**src/rtl/register_file_nbit.sv**
```systemverilog
// DEPTH x WIDTH register file: two combinational read ports, one write port and an
// in-place INC/DEC/CLR port whose result drives registered carry/zero flags.
module register_file_nbit #(
  parameter int unsigned      WIDTH     = 8,
  parameter int unsigned      DEPTH     = 4,
  parameter int unsigned      ADDR_W    = 2,
  parameter logic [WIDTH-1:0] RESET_VAL = '0,
  parameter bit               BYPASS    = 1'b1
) (
  input  logic              clk,
  input  logic              rst_n,
  input  logic              we_i,
  input  logic [ADDR_W-1:0] waddr_i,
  input  logic [WIDTH-1:0]  wdata_i,
  input  logic [1:0]        op_i,
  input  logic [ADDR_W-1:0] opaddr_i,
  input  logic [ADDR_W-1:0] raddr_a_i,
  output logic [WIDTH-1:0]  rdata_a_o,
  input  logic [ADDR_W-1:0] raddr_b_i,
  output logic [WIDTH-1:0]  rdata_b_o,
  output logic              flag_c_o,
  output logic              flag_z_o
);

  typedef enum logic [1:0] {
    OpNop = 2'b00,
    OpInc = 2'b01,
    OpDec = 2'b10,
    OpClr = 2'b11
  } op_e;

  op_e op;
  assign op = op_e'(op_i);

  logic [WIDTH-1:0] regs_q [DEPTH];
  logic [WIDTH-1:0] regs_d [DEPTH];
  logic             flag_c_q, flag_c_d;
  logic             flag_z_q, flag_z_d;

  logic w_valid, op_valid, op_hit;
  logic ra_valid, rb_valid;

  // Addresses past DEPTH only exist when DEPTH is not a power of two.
  assign w_valid  = we_i && (32'(waddr_i) < DEPTH);
  assign op_valid = (op != OpNop) && (32'(opaddr_i) < DEPTH);
  assign ra_valid = 32'(raddr_a_i) < DEPTH;
  assign rb_valid = 32'(raddr_b_i) < DEPTH;
  // A write to the same register takes priority; the op and its flag update are dropped.
  assign op_hit   = op_valid && !(we_i && (waddr_i == opaddr_i));

  logic [WIDTH-1:0] op_cur, op_res;
  logic             op_carry;

  always_comb begin
    op_cur   = op_valid ? regs_q[opaddr_i] : '0;
    op_res   = op_cur;
    op_carry = 1'b0;
    unique case (op)
      OpInc: begin
        op_res   = op_cur + WIDTH'(1);
        op_carry = &op_cur;
      end
      OpDec: begin
        op_res   = op_cur - WIDTH'(1);
        op_carry = ~|op_cur;
      end
      OpClr: begin
        op_res   = '0;
        op_carry = 1'b0;
      end
      default: ;
    endcase
  end

  always_comb begin
    regs_d   = regs_q;
    flag_c_d = flag_c_q;
    flag_z_d = flag_z_q;
    if (op_hit) begin
      regs_d[opaddr_i] = op_res;
      flag_c_d         = op_carry;
      flag_z_d         = ~|op_res;
    end
    if (w_valid) begin
      regs_d[waddr_i] = wdata_i;
    end
  end

  always_ff @(posedge clk or negedge rst_n) begin
    if (!rst_n) begin
      for (int i = 0; i < int'(DEPTH); i++) begin
        regs_q[i] <= RESET_VAL;
      end
      flag_c_q <= 1'b0;
      flag_z_q <= 1'b0;
    end else begin
      regs_q   <= regs_d;
      flag_c_q <= flag_c_d;
      flag_z_q <= flag_z_d;
    end
  end

  always_comb begin
    rdata_a_o = '0;
    if (ra_valid) begin
      rdata_a_o = regs_q[raddr_a_i];
      if (BYPASS && we_i && (raddr_a_i == waddr_i)) begin
        rdata_a_o = wdata_i;
      end
    end
  end

  always_comb begin
    rdata_b_o = '0;
    if (rb_valid) begin
      rdata_b_o = regs_q[raddr_b_i];
      if (BYPASS && we_i && (raddr_b_i == waddr_i)) begin
        rdata_b_o = wdata_i;
      end
    end
  end

  assign flag_c_o = flag_c_q;
  assign flag_z_o = flag_z_q;

endmodule

```
**config.mk**
```make
export PLATFORM = sky130hd
export DESIGN_NAME = register_file_nbit
export DESIGN_NICKNAME = d
export VERILOG_FILES = /design/src/rtl/register_file_nbit.sv
export SDC_FILE = /design/constraint.sdc
export NUM_CORES = 1
export LEC_CHECK = 0
export BUFFER_PORTS_ARGS = -buffer_cell sky130_fd_sc_hd__buf_2
export CAP_MARGIN = 20
export CORE_UTILIZATION = 53
export CTS_CLUSTER_SIZE = 20
export DETAILED_ROUTE_END_ITERATION = 8
export PLACE_DENSITY = 0.77
export SYNTH_ARGS = -nofsm -noshare
export SYNTH_HDL_FRONTEND = slang
export SYNTH_SLANG_ARGS = --single-unit
export TNS_END_PERCENT = 20
```
**constraint.sdc**
```tcl
create_clock -name clk -period 2.6 [get_ports clk]
set_input_delay 0.52 -clock clk [delete_from_list [all_inputs] [get_ports clk]]
set_output_delay 0.52 -clock clk [all_outputs]
set_load 0.05 [all_outputs]
```
==> summary.md, run 1 <==
| Metric | Value |
|---|---|
| Maximum vdd drop | 0.4301 mV |
| Largest net degree at the start of global routing | 35 |
| CP Depth | 10 |
| Final WS setup | -0.1137 ns |
| Die Ht | 77.71 um |
| Crit. End Element | register |
| Netlist cell types | 49 |
| Seq cells post-synth | 34 |
| Worst-path clk slew | 0.07 ns |
| Worst slew pin tran | 0.8074 ns |
| Crit path launch | regs_q[2] |
| Inserted Clock Buffers | 5 |
| Relative slew slack | 0.4617 |
| Post-route design area | 4124 sq um |
| Sequential share of the synthesized area | 0.2801 |
| Largest stage delay on the critical path | 0.51 ns |
| Slowest-stage cell, CP | mux4_2 |
| Number of enable flip-flop cells after synthesis | 0 |
| Iter 0 DRT Violations | 289 |
| Die width | 77.71 um |
| Total grt overflow | 0 |
| Worst R2R Setup Slack | -0.11 ns |
| Critical Path AT | 2.95 ns |
| Number of synthesis warnings | 0 |
| Worst-Skew Late Latency | 0.30 ns |
| Gate count after technology mapping | 310 |
| CTS Buffer Depth | 2 |
| CORE AREA | 5507 sq um |
| Layout area overhead | 35.75% |
| Final-stage net count | 443 |
| Buffers plus inverters on the worst setup path | 1 |
| Critical path class | register to register |
| Initial DRT Pass Iterations | 5 |
| Final Skew | 0.008040 ns |
| Die area | 6039 sq um |
| RSZ-0062 raised after global routing | yes |
| HP Class | input port to async pin |
| Max H-tree Level | 2 |
| Final hold vios | 0 |
| Pins over their slew limit | 0 |
| Vias in the first global route | 3264 |
| Outcome | complete, but fails checks |
| DP HPWL | 7.176 mm |
| Area post-placement | 3792 sq um |
| Worst r2r path cells | 10 |
| Max-cap viol count | 0 |
| Initial antenna violation count | 0 |
| Failing checks | setup timing |
| Last element of the critical path | regs_q[21] |
| RePlAce Congestion | 1.024 |
| Global-route wire length before repair | 16.17 mm |
| DR WL/cell | 21.48 um |
| Via count | 3220 |
| Fillers | 353 |
| CTS tree | built |
| Drc violations | 0 |
| Peak Freq | 0.3685 GHz |
| Clock sinks | 34 |
| Period Utilization, post-route | 1.044 |
| # setup viols final | 13 |
| Max FO, Critical Path | 6 |
| Num ports | 39 |
| Crit path time final | 2.714 ns |
| Starting density of the core | 0.5517 |
| Antenna Cells | 0 |
| Synthesized cell area | 3038 sq um |
| Critical R2R Launch | regs_q[2] |
| Post-layout util | 0.7489 |
| I/O Buffers | 38 |
| Synth Net Count | 341 |
| Overall routing resource usage | 0.3559 |
| Vias per cell | 6.639 |
| Cell Chain, Critical Path | mux4_2, nor2b_4, ha_4, nor4bb_4, a22oi_2, buf_4, o311ai_4, nor2_4, o21ai_1, o21a_1 |
| Clock root cell | clkbuf_8 |
| Req. time, crit path | 2.83 ns |
| Share of layout cells above drive strength 1 | 0.4770 |
| Rows | 27 |
| Pwr/cell area | 684.0 nW/um^2 |
| Async S/R FF share, synth | 1.000 |
| Synth Flop Type | dfrtp_1 |
| Mean Syn Cell Area | 9.800 sq um |
| Number of antenna-violating nets in the routed design | 0 |
| Leakage | 1.854 nW |
| Crit-path leading delay family | compound AO/OA/AOI/OAI gates |
| Worst R2R End | regs_q[21] |
| Drt total wl | 10.42 mm |
| Setup crit start kind | register |
==> power breakdown <==
group	internal, mW	total, mW	switching (mW)	leakage, nW
registers	0.647	0.765	0.118	0.423
logic	0.759	1.64	0.881	1.38
clock network	0.214	0.416	0.202	0.0482
==> worst min-delay path by stage <==
stage                  start  endpoint  slack (ns)
floorplan              rst_n  flag_c_o        0.22
global placement    flag_z_o  flag_z_o        0.49
detailed placement  flag_z_o  flag_z_o        0.50
CTS                    rst_n  flag_c_o        0.33
global route           rst_n  flag_z_o        0.35
finish                 rst_n  flag_z_o        0.30
==> cells in the final DEF, fill, tap and decap left out, drive strengths merged, types with 7 or more instances in the layout <==
cell,netlist,routed
mux4,23,23
nor3,11,11
o21a,9,9
a21oi,23,23
o21ai,25,25
mux2,19,19
nor2b,7,7
ha,9,9
nor2,16,16
mux2i,14,14
clkbuf,13,7
dfrtp,34,34
nand2,29,29
xnor2,7,7
buf,9,117
a31oi,7,7
==> cell type report <==
type / instances / area (sq um) / share of cell area
clock buffer: 7 / 86.33 / 0.02093
tap: 72 / 90.09 / 0.02184
timing repair buffer: 117 / 838.3 / 0.2033
multi-input combinational: 249 / 2235 / 0.5419
sequential: 34 / 850.8 / 0.2063
clock inverter: 1 / 5.005 / 0.001214
inverter: 5 / 18.77 / 0.004551
==> kinds of logic after synthesis <==
| kind of cell | share of synthesized area |
|---|---|
| DFF | 0.2801 |
| muxes | 0.2920 |
| AOI/OAI and AO/OA | 0.1520 |
| adders and majority gates | 0.04366 |
| xor gates and xnor gates | 0.02307 |
| and+or+nand+nor | 0.1664 |
| buffers and inverters | 0.04283 |
==> worst register-to-register path, stage by stage, from the launching register on <==
cell and delay (ns):
dfrtp_1 0.40, mux4_2 0.51, nor2b_4 0.16, ha_4 0.29
nor4bb_4 0.29, a22oi_2 0.16, buf_4 0.17, o311ai_4 0.29
nor2_4 0.11, o21ai_1 0.16, o21a_1 0.14
==> cells in the mapped netlist, types with 2 or more instances <==
cell / count / area share
a211oi_1: 2 / 0.0049
a21oi_1: 23 / 0.038
a22oi_1: 2 / 0.0049
a31o_2: 3 / 0.0087
a31oi_1: 7 / 0.014
and3_1: 2 / 0.0041
buf_2: 7 / 0.012
clkbuf_1: 12 / 0.015
dfrtp_1: 34 / 0.28
ha_1: 9 / 0.037
inv_1: 5 / 0.0062
mux2_2: 19 / 0.070
mux2i_1: 14 / 0.046
mux4_1: 4 / 0.035
mux4_2: 19 / 0.14
nand2_1: 29 / 0.036
nand2b_1: 4 / 0.0082
nand3_1: 5 / 0.0082
nand3b_1: 2 / 0.0049
nand4_1: 4 / 0.0082
nor2_1: 16 / 0.020
nor2b_1: 7 / 0.014
nor3_1: 11 / 0.018
nor4_1: 3 / 0.0062
o21a_1: 9 / 0.022
o21ai_0: 24 / 0.040
or2_2: 2 / 0.0041
or3_1: 2 / 0.0041
or4_1: 4 / 0.0099
xnor2_1: 7 / 0.020
==> sequential cells by signal, summed over array words and instances, names as in the netlist <==
register  cells
regs_q       32
flag_c_o      1
flag_z_o      1
==> layer usage <==
| layer | part of all wire | track usage |
|---|---|---|
| met5 | 0 | 0 |
| met4 | 0.049 | 0.2302 |
| met3 | 0.092 | 0.07529 |
| met2 | 0.48 | 0.5673 |
| met1 | 0.38 | 0.4369 |
==> through the flow <==
stage	TNS (ns)	total power, mW	setup slack [ns]	hold WS [ns]	instances
3_3_place_gp	-9.125	2.150	-0.4897	0.4869	471
6_report	-1.060	2.821	-0.1137	0.3021	485
2_1_floorplan	-5.600	1.680	-0.4581	0.2244	310
3_5_place_dp	-12.03	2.205	-0.6372	0.4994	471
5_1_grt	-2.592	2.948	-0.2350	0.3503	485
4_1_cts	-0.7036	2.692	-0.07130	0.3256	484
==> repair_timing <==
item,in CTS,in global routing
hold buffers,0,0
gates resized for setup,29,21
endpoints found under the setup margin,21,25
hold endpoints to repair,0,0
pin swaps,12,16
setup buffers,5,2
No activity file was read; power rests on OpenSTA's default activity.
==> run 2, diff against run 1 <==
==> constraint.sdc (replaced) <==
create_clock -name clk -period 2.6 [get_ports clk]
set_input_delay 0.52 -clock clk [delete_from_list [all_inputs] [get_ports clk]]
set_output_delay 0.52 -clock clk [all_outputs]
set_load 0.005 [all_outputs]
==> summary.md, run 2 (synthesized netlist as in run 1, its figures left out) <==
| Metric | Value |
|---|---|
| # hold bufs at CTS | 0 (unchanged) |
| DR WL met3 | 1.032 mm (+7.7%) |
| CORE AREA | 5507 sq um (unchanged) |
| Max H-tree Level | 2 (unchanged) |
| Die Ht | 77.71 um (unchanged) |
| Max FO, Critical Path | 5 (-1) |
| Drt total wl | 10.48 mm (+0.58%) |
| Hold_ws | 0.3121 ns (+0.009972 ns) |
| Setup crit start kind | input port |
| Tot Pwr | 2.619 mW (-7.2%) |
| RSZ-0062 raised after global routing | yes |
| CTS tree | built |
| Clock sinks | 34 (unchanged) |
| Initial antenna violation count | 0 (unchanged) |
| Most frequent cells in the layout | buf_4 (82), buf_2 (37), dfrtp_1 (34), nand2_1 (29), mux4_2 (21) |
| Iter 0 DRT Violations | 302 (+4.5%) |
| DR WL/cell | 21.43 um (-0.25%) |
| Critical Path AT | 3.05 ns (+0.10 ns) |
| CTS Buffer Depth | 2 (unchanged) |
| Total grt overflow | 0 (unchanged) |
| Largest net degree at the start of global routing | 35 (unchanged) |
| Post-route design area | 4089 sq um (-0.85%) |
| # setup viols final | 15 (+2) |
| Antenna Cells | 0 (unchanged) |
| Starting density of the core | 0.5517 (unchanged) |
| Most flops, register | regs_q |
| Number of antenna-violating nets in the routed design | 0 (unchanged) |
| Initial DRT Pass Iterations | 5 (unchanged) |
| Multi-input gate area | 2192 sq um (-1.9%) |
| Vias per cell | 6.642 (about the same) |
| Critical R2R Launch | regs_q[1] |
| Max reg flops | 32 (unchanged) |
| Via count | 3248 (+0.87%) |
| Share of layout cells above drive strength 1 | 0.4700 (-0.006974) |
| Failing checks | setup timing |
| Relative slew slack | 0.4331 (-0.02862) |
| Final WS setup | -0.2087 ns (-0.09504 ns) |
| Drc violations | 0 (unchanged) |
| Final hold vios | 0 (unchanged) |
| Outcome | complete, but fails checks |
| Num ports | 39 (unchanged) |
| Crit path launch | opaddr_i[0] |
| Fillers | 347 (-1.7%) |
| Setup TNS | -2.103 ns (-1.043 ns) |
| Pins over their slew limit | 0 (unchanged) |
| Overall routing resource usage | 0.3563 (+0.0004721) |
| Die area | 6039 sq um (unchanged) |
| Vias in the first global route | 3185 (-2.4%) |
| Sequential standard cell area | 850.8 sq um (unchanged) |
| I/O Buffers | 38 (unchanged) |
| Inserted Clock Buffers | 5 (unchanged) |
| Peak Freq | 0.3560 GHz (-3.4%) |
| DP HPWL | 7.050 mm (-1.8%) |
| Maximum vdd drop | 0.4282 mV (-0.45%) |
| RePlAce Congestion | 1.010 (-1.3%) |
| Worst-Skew Late Latency | 0.30 ns (about the same) |
| Pwr/cell area | 640.6 nW/um^2 (-6.4%) |
| Worst slew pin tran | 0.8503 ns (+0.04292 ns) |
| DR WL met2 | 4.986 mm (-1.0%) |
| Crit path time final | 2.809 ns (+0.09504 ns) |
| Highest metal used | met4 |
| Die width | 77.71 um (unchanged) |
| Period Utilization, post-route | 1.080 (+0.03655) |
| Post-layout util | 0.7426 (-0.006362) |
| HP Class | input port to async pin |
| Layout area overhead | 34.60% |
| Global-route wire length before repair | 16.17 mm (about the same) |
| Crit. End Element | register |
| Clock root cell | clkbuf_8 |
| Final Skew | 0.004370 ns (-0.003669 ns) |
| Req. time, crit path | 2.84 ns (about the same) |
| Worst-path clk slew | 0.07 ns (about the same) |
| Leakage | 1.832 nW (-1.2%) |
| Rows | 27 (unchanged) |
| Critical path class | input port to register |
| Wire length on met1 | 3.941 mm (+0.72%) |
| Final-stage net count | 447 (+0.90%) |
| Area post-placement | 3775 sq um (-0.46%) |
| Max-cap viol count | 0 (unchanged) |
| Most common cell after layout, fill and taps aside | buf_4 |
-- run 2: changes by cell type in the layout (fill, tap and decap cells not counted), moves of 2 or more --
| cell | before | now |
|---|---|---|
| buf_4 | 74 | 82 |
| o21ai_1 | 8 | 13 |
| o21ai_2 | 4 | 0 |
| buf_12 | 3 | 0 |
| a21oi_1 | 21 | 19 |
| nor2b_4 | 3 | 1 |
-- run 2: worst max-delay path: stages --
cell and delay (ns):
buf_4 0.15, mux4_2 0.37, or2b_1 0.26, buf_4 0.16
fa_2 0.39, nor2b_2 0.15, o31a_1 0.24, a211oi_2 0.07
nor4_1 0.49, a32o_1 0.24
-- run 2: area by class of cell --
cell class,instances,area share
tap,72,0.02203
clock buffer,6,0.01775
timing repair buffer,121,0.2023
multi-input combinational,249,0.5361
clock inverter,2,0.009180
inverter,5,0.004590
sequential,34,0.2081
-- run 2: per-layer routing --
metal  GRT usage  vias up
li1            -     1397
met1      0.4443     1564
met4      0.1887        0
met5           0        -
met2      0.5770      226
met3     0.08000       61
-- run 2: power by group --
group	internal [mW]	switching, mW	leakage (nW)
Sequential	0.647	0.114	0.423
Combinational	0.746	0.613	1.36
Clock	0.286	0.213	0.0514
Total	1.68	0.940	1.83
-- run 2: through the flow --
stage,cells,worst slack [ns]
after floorplan,310,-0.4581
after global placement,472,-0.5098
after detailed placement,472,-0.6519
after CTS,487,-0.1759
after global routing,489,-0.3256
final,489,-0.2087
-- run 2: what timing repair did --
action,4_1_cts,5_1_grt
endpoints found under the hold margin,0,0
setup buffers,7,2
endpoints found under the setup margin,21,25
resized for setup,14,28
pin swaps,14,6
-- run 2: path summary, 6_finish.rpt --
path | end | slack (ns) | cells after the start
max | flag_z_o | -0.21 | 10
min | flag_z_o | 0.31 | 1
max reg2reg | regs_q[7] | -0.20 | 11
min reg2reg | flag_z_o | 0.52 | 1
max in group asynchronous | regs_q[21] | 1.73 | 1
min in group clk | regs_q[19] | 0.50 | 3
==> run 3, diff against run 2 <==
--- a/config.mk
+++ b/config.mk
@@ -10,6 +10,7 @@
 export CORE_UTILIZATION = 53
 export CTS_CLUSTER_SIZE = 20
 export DETAILED_ROUTE_END_ITERATION = 8
+export GPL_TIMING_DRIVEN = 0
 export PLACE_DENSITY = 0.77
 export SYNTH_ARGS = -nofsm -noshare
 export SYNTH_HDL_FRONTEND = slang
==> summary.md, run 3 (synthesized netlist as in run 1, its figures left out) <==
| Metric | Value |
|---|---|
| DP HPWL | 6.107 mm (-13%) |
| Outcome | complete, but fails checks |
| Final hold vios | 0 (unchanged) |
| Max H-tree Level | 2 (unchanged) |
| Post-layout util | 0.6744 (-0.06817) |
| Initial DRT Pass Iterations | 5 (unchanged) |
| Inserted Clock Buffers | 5 (unchanged) |
| I/O Buffers | 29 (-24%) |
| Share of layout cells above drive strength 1 | 0.3939 (-0.07608) |
| Rows | 27 (unchanged) |
| Most common cell after layout, fill and taps aside | buf_2 |
| Drc violations | 0 (unchanged) |
| Worst slew pin tran | 0.7932 ns (-0.05707 ns) |
| RePlAce Congestion | 0.8830 (-13%) |
| Fillers | 433 (+25%) |
| Critical path class | input port to register |
| Worst r2r path cells | 9 (-2) |
| Starting density of the core | 0.5517 (unchanged) |
| Initial antenna violation count | 0 (unchanged) |
| Most frequent cells in the layout | buf_2 (35), dfrtp_1 (34), nand2_1 (29), mux4_2 (22), a21oi_1 (21) |
| Worst-path clk slew | 0.07 ns (about the same) |
| Leakage | 1.549 nW (-15%) |
| CTS Buffer Depth | 2 (unchanged) |
| # setup viols final | 14 (-1) |
| Die Ht | 77.71 um (unchanged) |
| CTS tree | built |
| Clock sinks | 34 (unchanged) |
| Worst-Skew Late Latency | 0.29 ns (about the same) |
| RSZ-0062 raised after global routing | yes |
| Peak Freq | 0.3475 GHz (-2.4%) |
| Max FO, Critical Path | 5 (unchanged) |
| Worst R2R End | flag_z_o |
| Overall routing resource usage | 0.3078 (-0.04849) |
| DR WL/cell | 21.02 um (-1.9%) |
| Final Skew | 0.01093 ns (+0.006564 ns) |
| Setup TNS | -2.637 ns (-0.5340 ns) |
| Critical R2R Launch | regs_q[2] |
| Most flops, register | regs_q |
| Die width | 77.71 um (unchanged) |
| Crit path launch | opaddr_i[0] |
| DP Cell Count | 411 (-13%) |
| Via count | 2877 (-11%) |
| Final std cells w/o fill | 435 (-11%) |
| Max-cap viol count | 0 (unchanged) |
| Failing checks | setup timing |
| Pins over their slew limit | 0 (unchanged) |
| Die area | 6039 sq um (unchanged) |
| Iter 0 DRT Violations | 263 (-13%) |
| Crit path time final | 2.877 ns (+0.06876 ns) |
| Clock root cell | clkbuf_8 |
| Pwr/cell area | 627.5 nW/um^2 (-2.0%) |
| Req. time, crit path | 2.84 ns (about the same) |
| Final-stage net count | 393 (-12%) |
| Maximum vdd drop | 0.2846 mV (-34%) |
| Area post-placement | 3291 sq um (-13%) |
| Largest net degree at the start of global routing | 35 (unchanged) |
| Vias in the first global route | 2807 (-12%) |
| Period Utilization, post-route | 1.107 (+0.02644) |
| Pre-CTS setup slack | -0.9204 ns (-0.2685 ns) |
| Crit. End Element | register |
| Total grt overflow | 0 (unchanged) |
| Global-route wire length before repair | 14.09 mm (-13%) |
| Number of antenna-violating nets in the routed design | 0 (unchanged) |
| Antenna Cells | 0 (unchanged) |
| Layout area overhead | 22.24% |
| CORE AREA | 5507 sq um (unchanged) |
| Setup crit start kind | input port |
| Num ports | 39 (unchanged) |
| Post-route design area | 3714 sq um (-9.2%) |
| Last element of the critical path | flag_z_o |
| Relative slew slack | 0.4712 (+0.03804) |
| Critical Path AT | 3.11 ns (+0.06 ns) |
| Worst R2R Setup Slack | -0.23 ns (-0.03 ns) |
| HP Class | input port to async pin |
| Final WS setup | -0.2775 ns (-0.06876 ns) |
| Drt total wl | 9.145 mm (-13%) |
| Vias per cell | 6.614 (-0.43%) |
| Max reg flops | 32 (unchanged) |
## run 3: cell count changes in the layout (fill, tap and decap cells not counted), sizes merged
| cell | delta |
|---|---|
| buf | -66 |
| clkbuf | +13 |
| bufinv | -1 |
| clkinv | +1 |
| clkinvlp | -1 |
## run 3: layout make-up
class	count	area (sq um)	share of cell area
Sequential cell	34	850.8	0.2291
Clock inverter	1	5.005	0.001348
Inverter	5	21.27	0.005728
Tap cell	72	90.09	0.02426
Multi-Input combinational cell	249	2255	0.6071
Timing Repair Buffer	45	265.3	0.07143
Clock buffer	7	86.33	0.02325
Buffer	22	140.1	0.03774
## run 3: how the worst min path moves through the flow
stage	slack, ns	startpoint	cells after the start	end
after global placement	0.49	flag_z_o	1	flag_z_o
final	0.30	rst_n	1	flag_z_o
after floorplan	0.22	rst_n	0	flag_c_o
after CTS	0.34	rst_n	1	flag_c_o
after detailed placement	0.48	flag_z_o	1	flag_z_o
after global routing	0.37	rst_n	1	flag_z_o
## run 3: per-stage QoR
step	power (mW)	hold slack (ns)
after floorplan	1.409	0.2244
after CTS	2.224	0.3425
final	2.330	0.3017
after detailed placement	1.688	0.4842
after global routing	2.447	0.3662
after global placement	1.655	0.4880
## run 3: report_power, final
group	total (mW)	internal [mW]	switching, mW	leakage [nW]
Clock	0.420	0.214	0.206	0.0482
Sequential	0.759	0.647	0.111	0.423
Combinational	1.15	0.603	0.549	1.08
## run 3: routing by layer
| metal | wire length, um | part of all wire | GRT usage | vias to the layer above |
|---|---|---|---|---|
| met5 | 0 | 0 | 0 | - |
| met4 | 300 | 0.033 | 0.1604 | 0 |
| met3 | 754 | 0.082 | 0.05294 | 34 |
| met2 | 4490 | 0.49 | 0.4894 | 172 |
| met1 | 3600 | 0.39 | 0.4036 | 1388 |
| li1 | - | - | - | 1283 |
## run 3: timing repair
item	in CTS	in global routing
hold buffers	0	0
resized for setup	38	23
endpoints found under the setup margin	37	37
pin swaps	16	17
buffers inserted	11	5
## run 3: worst max-delay path, stage by stage
cell and delay [ns]:
buf_12 0.09, buf_8 0.11, buf_4 0.11, mux4_2 0.54, nor2b_2 0.20, ha_4 0.26
o21a_1 0.14, o31a_1 0.19, o2111a_1 0.29, nor3_4 0.34, buf_4 0.17, a32o_1 0.13
